### src/rtl/vending_machine_param.sv
// Parameterised coin-operated vending controller: accumulates 1/2/5-unit coins,
// vends at PRICE with registered change, supports cancel/refund and counts sales.
module vending_machine_param #(
   parameter int unsigned PRICE = 6,
   parameter int unsigned CW    = 4,
   parameter int unsigned SW    = 8
) (
   input  logic          clk,
   input  logic          reset,
   input  logic          one,
   input  logic          two,
   input  logic          five,
   input  logic          cancel,
   output logic          d,
   output logic [CW-1:0] r,
   output logic [CW-1:0] credit,
   output logic [SW-1:0] sales,
   output logic [1:0]    cs,
   output logic [1:0]    ns
);

   typedef enum logic [1:0] {
      IDLE   = 2'd0,
      ACCUM  = 2'd1,
      VEND   = 2'd2,
      REFUND = 2'd3
   } state_e;

   localparam logic [CW-1:0] PRICE_W = CW'(PRICE);

   state_e        state_q, state_d;
   logic [CW-1:0] credit_q, credit_d;
   logic [CW-1:0] r_q, r_d;
   logic          d_q, d_d;
   logic [SW-1:0] sales_q, sales_d;
   logic          coin_valid;
   logic [CW-1:0] coin_val;
   logic [CW-1:0] sum;

   // Exactly one coin line high is a valid coin; anything else is ignored.
   always_comb begin
      coin_valid = 1'b0;
      coin_val   = '0;
      unique case ({one, two, five})
         3'b100: begin coin_valid = 1'b1; coin_val = CW'(1); end
         3'b010: begin coin_valid = 1'b1; coin_val = CW'(2); end
         3'b001: begin coin_valid = 1'b1; coin_val = CW'(5); end
         default: begin coin_valid = 1'b0; coin_val = '0; end
      endcase
   end

   assign sum = credit_q + coin_val;

   always_comb begin
      state_d  = state_q;
      credit_d = credit_q;
      sales_d  = sales_q;
      d_d      = 1'b0;
      r_d      = '0;
      unique case (state_q)
         IDLE, ACCUM: begin
            // Cancel wins over a coin, but only once credit is being held.
            if (state_q == ACCUM && cancel) begin
               state_d = REFUND;
            end else if (coin_valid) begin
               if (sum < PRICE_W) begin
                  credit_d = sum;
                  state_d  = ACCUM;
               end else begin
                  credit_d = sum - PRICE_W;
                  state_d  = VEND;
               end
            end
         end
         VEND: begin
            state_d  = IDLE;
            credit_d = '0;
            sales_d  = sales_q + SW'(1);
         end
         REFUND: begin
            state_d  = IDLE;
            credit_d = '0;
         end
      endcase
      // Outputs are registered from the upcoming state so they align with cs.
      d_d = (state_d == VEND);
      if (state_d == VEND || state_d == REFUND) begin
         r_d = credit_d;
      end
   end

   always_ff @(posedge clk or posedge reset) begin
      if (reset) begin
         state_q  <= IDLE;
         credit_q <= '0;
         sales_q  <= '0;
         d_q      <= 1'b0;
         r_q      <= '0;
      end else begin
         state_q  <= state_d;
         credit_q <= credit_d;
         sales_q  <= sales_d;
         d_q      <= d_d;
         r_q      <= r_d;
      end
   end

   assign d      = d_q;
   assign r      = r_q;
   assign credit = credit_q;
   assign sales  = sales_q;
   assign cs     = state_q;
   assign ns     = state_d;

endmodule

### config.mk
export PLATFORM = sky130hd
export DESIGN_NAME = vending_machine_param
export DESIGN_NICKNAME = d
export VERILOG_FILES = /design/src/rtl/vending_machine_param.sv
export SDC_FILE = /design/constraint.sdc
export NUM_CORES = 1
export LEC_CHECK = 0
export CAP_MARGIN = 20
export CORE_MARGIN = 2
export CORE_UTILIZATION = 37
export CTS_CLUSTER_SIZE = 20
export DETAILED_ROUTE_END_ITERATION = 12
export PLACE_DENSITY = 0.68
export SLEW_MARGIN = 20
export SYNTH_ARGS = -nofsm -noshare
export SYNTH_HDL_FRONTEND = slang
export SYNTH_SLANG_ARGS = --single-unit
export TNS_END_PERCENT = 30
### constraint.sdc
create_clock -name clk -period 6.45 [get_ports clk]
set_input_delay 1.29 -clock clk [delete_from_list [all_inputs] [get_ports clk]]
set_output_delay 1.29 -clock clk [all_outputs]
set_load 0.01 [all_outputs]
==> run summary <==
Subtracting the final worst setup slack from the clock period gives 5.59 ns. The final setup violation count is 0, and the number of slew-limit violations in the final report is 0. After routing, the total negative slack on setup checks comes to 0 ns. Across all layers, the routed design uses 760 vias. The count of nets left with antenna violations after detail routing was 0.

Once the floorplan was initialized, standard cells occupied 39.8% of the core. Highest ir drop seen on vdd: 0.000197 V. At the worst endpoint, the required time is 5.16 ns.

The final layout contains 136 nets. The post-synthesis to final-layout area growth came out at 31.5%. The run finished with clean final reports.

Post-CTS timing repair inserted 0 buffers for setup. The post-route netlist has 7.32% of its cells at a drive strength greater than 1. For this design, the sink count on the clock tree is 19. The floorplan has 18 rows.

The area share of and/or/nand/nor cells after synthesis was 13.6%. TritonCTS built the clock tree. In this run the tightest slew margin relative to its limit is 52.8%.

The share of flip-flops with an asynchronous set or reset after synthesis is 100%, and the area inside the core boundary is 2540 sq um. The routed via count divided by cell count is 4.97, and the count of antenna diodes in the layout is 0. The total routing resource utilization after global routing is 13.7%. The number of register bits inferred by synthesis was 19; the count of routing violations after the opening detailed-route iteration was 14.

The worst setup path is launched from an input port. Setup repair after global routing left no endpoint under its margin. Entering global routing, the biggest net connects 20 pins. Across the whole layout, storage elements account for 475 sq um. For the number of warnings issued by yosys, the log shows 0. Buffers inserted during clock tree synthesis total 3.

The HPWL after detailed placement is 1480 microns. The first TritonRoute pass finished after 4 iterations. The maximum clock frequency was 179 MHz. For the pin with the worst max-slew slack, the measured transition is 0.707 ns.

The run gives 1890 microns as the aggregate routed wire length. The tools report the critical path capture point type as a primary output. After synthesis, flip-flops and latches occupy 46.9% of the total area. The sum of overflow across all layers after global routing is 0, and the synthesized area per cell is 10.8 sq um. Horizontal die dimension: 56.3 microns.

The hold violation total from the final report is 0. The tools report the initial antenna violation count as 0. By area, the combinational part of the netlist is dominated by simple AND/OR/NAND/NOR gates.

The minimum hold slack came out at 0.480 ns. The number of global-route vias before repair came out at 748. The cell area that synthesis handed to floorplanning was 1010 sq um. The tool flagged a number of max-cap violations equal to 0. The worst endpoint data arrival time was 4.30 ns; the total number of H-tree levels was 1. Routability-driven placement finished with a final weighted congestion of 0.793. The final period utilization came out at 86.7%. In this run the static leakage power is 0.613 nW. Summing the areas of all fa, ha and maj instances in the mapped netlist gives 8.15% of the synthesized area. In the post-route analysis, the smallest setup slack over all paths is 0.860 ns. Of the total synthesized cell area, the portion taken by XOR and XNOR cells is 10.2%. Measured along the y axis, the die boundary spans 56.3 microns. After detailed routing, the average wire length per cell comes to 12.3 microns. Of all nets on the critical path, the largest fanout is 6.

The category of the critical setup timing path was in2out. For the sum of internal, switching and leakage power, the log shows 0.509 mW. The multi-input gate area in the final layout is 510 sq um. The number of different library cells used by synthesis comes to 32. At the later pin of the worst-skew pair, clock insertion delay measures 0.30 ns. After technology mapping, the gate count stands at 94.

Dominant synthesized flop cell: sky130_fd_sc_hd__dfrtp_1. The logs give 0 for the number of gates given a new drive strength after cts and 3340 microns for the first-pass GRT wire length. The mux cell area share after synthesis came out at 5.06%.

After detailed routing, the number of remaining DRC violations is 0. The number of nets handed over by synthesis was 106. The synthesized design contains 0 enable-type register cells. The root buffer cell chosen for the clock tree is sky130_fd_sc_hd__clkbuf_4.

The die covers 3170 sq um. The worst hold path belongs to the class reg2reg. Clock-pin slew was measured on the worst setup and hold paths at 0.11 ns. The total of fill cells in the finished design came out at 237. The logs give 0.00130 ns for the worst clock skew on the final layout and 0 for the total of hold buffers inserted after clock tree synthesis.

The synthesized netlist devotes 13.3% of its cell area to compound gates. For the number of buffers between clock root and the deepest sink, the log shows 2. For this design the top-level I/O count stands at 27. Timing analysis after detailed placement gives a worst setup slack of 0.834 ns. Buffers placed on the I/O ports in this run total 26. The ratio of total power to cell area was 382 nW/um^2.
-- flip-flops by register name, indices dropped and copies added (netlist names) --
signal and flops:
sales 8, credit 4, r 4, cs 2, d 1
-- critical path: stages --
cell	delay [ns]
sky130_fd_sc_hd__clkdlybuf4s50_1	0.51
sky130_fd_sc_hd__or3b_2	0.53
sky130_fd_sc_hd__inv_1	0.07
sky130_fd_sc_hd__ha_1	0.21
sky130_fd_sc_hd__a21o_1	0.21
sky130_fd_sc_hd__a21oi_4	0.19
sky130_fd_sc_hd__xnor2_2	0.14
sky130_fd_sc_hd__or3_1	0.37
sky130_fd_sc_hd__a21oi_1	0.20
sky130_fd_sc_hd__clkdlybuf4s50_1	0.58
-- path summary, 6_finish.rpt --
path / from / end / slack [ns] / depth (start not counted)
hold reg to reg: sales[7]$_DFFE_PP0N_ / sales[7]$_DFFE_PP0N_ / 0.48 / 1
min in group asynchronous: reset / sales[6]$_DFFE_PP0N_ / 1.39 / 2
max in group asynchronous: reset / sales[2]$_DFFE_PP0N_ / 4.62 / 2
setup / recovery: one / ns[0] / 0.86 / 10
setup reg to reg: credit[0]$_DFF_PP0_ / credit[3]$_DFF_PP0_ / 4.26 / 8
hold / removal: sales[7]$_DFFE_PP0N_ / sales[7]$_DFFE_PP0N_ / 0.48 / 1
-- layout make-up --
cell class,count,area share [%]
inverter,6,1.69
timing repair buffer,26,19.5
tap,30,2.82
sequential,19,35.7
multi-input combinational,68,38.3
clock buffer,4,1.97
-- cell usage after synthesis, types with 2 or more instances --
| master | number | area share [%] |
|---|---|---|
| sky130_fd_sc_hd__a211oi_1 | 2 | 1.5 |
| sky130_fd_sc_hd__a21oi_1 | 6 | 3.0 |
| sky130_fd_sc_hd__and2_1 | 2 | 1.2 |
| sky130_fd_sc_hd__dfrtp_1 | 19 | 47 |
| sky130_fd_sc_hd__ha_1 | 5 | 6.2 |
| sky130_fd_sc_hd__inv_1 | 6 | 2.2 |
| sky130_fd_sc_hd__mux2i_1 | 4 | 4.0 |
| sky130_fd_sc_hd__nand2_1 | 7 | 2.6 |
| sky130_fd_sc_hd__nand3_1 | 2 | 0.99 |
| sky130_fd_sc_hd__nor2_1 | 8 | 3.0 |
| sky130_fd_sc_hd__nor3_1 | 2 | 0.99 |
| sky130_fd_sc_hd__o21ai_0 | 3 | 1.5 |
| sky130_fd_sc_hd__xnor2_1 | 6 | 5.2 |
| sky130_fd_sc_hd__xor2_1 | 4 | 3.5 |
-- routing by layer --
metal  global-route usage (%)  wire, microns  part of all wire, %
met5                        0              0                    0
met1                     15.8            819                   43
met4                     3.06             25                  1.3
met2                     24.0            928                   49
met3                     5.07            113                  6.0
-- layout by cell type, fill, tap and decap left out, types with 2 or more instances in the layout --
cell type                         instances
sky130_fd_sc_hd__a211oi_1                 2
sky130_fd_sc_hd__a21oi_1                  6
sky130_fd_sc_hd__clkdlybuf4s50_1         26
sky130_fd_sc_hd__xnor2_1                  6
sky130_fd_sc_hd__and2_1                   2
sky130_fd_sc_hd__inv_1                    6
sky130_fd_sc_hd__xor2_1                   4
sky130_fd_sc_hd__o21ai_0                  3
sky130_fd_sc_hd__nand3_1                  2
sky130_fd_sc_hd__mux2i_1                  4
sky130_fd_sc_hd__nand2_1                  7
sky130_fd_sc_hd__ha_1                     5
sky130_fd_sc_hd__nor2_1                   8
sky130_fd_sc_hd__nor3_1                   2
sky130_fd_sc_hd__dfrtp_1                 19
sky130_fd_sc_hd__clkbuf_4                 3
-- report_power, final --
group          total [mW]  internal (mW)  leakage (nW)  switching [mW]
clock network      0.0613         0.0241        0.0150          0.0372
registers           0.199          0.157         0.250          0.0414
logic               0.249          0.137         0.348           0.111
-- cell families (layout without fill, tap and decap cells) --
group | after synthesis | after routing
simple gates | 28 | 28
xor+xnor | 11 | 11
fa+ha+maj | 6 | 6
buf+inv | 7 | 36
flops | 19 | 19
compound gates | 18 | 18
mux | 5 | 5
-- metrics by stage --
step,utilization (%),cells,area [sq um]
2_1_floorplan,-,94,1010
4_1_cts,52.4,153,1330
3_3_place_gp,51.3,149,1310
5_1_grt,52.4,153,1330
3_5_place_dp,51.3,149,1310
6_report,52.4,153,1330
(Power assumes the default switching activity.)
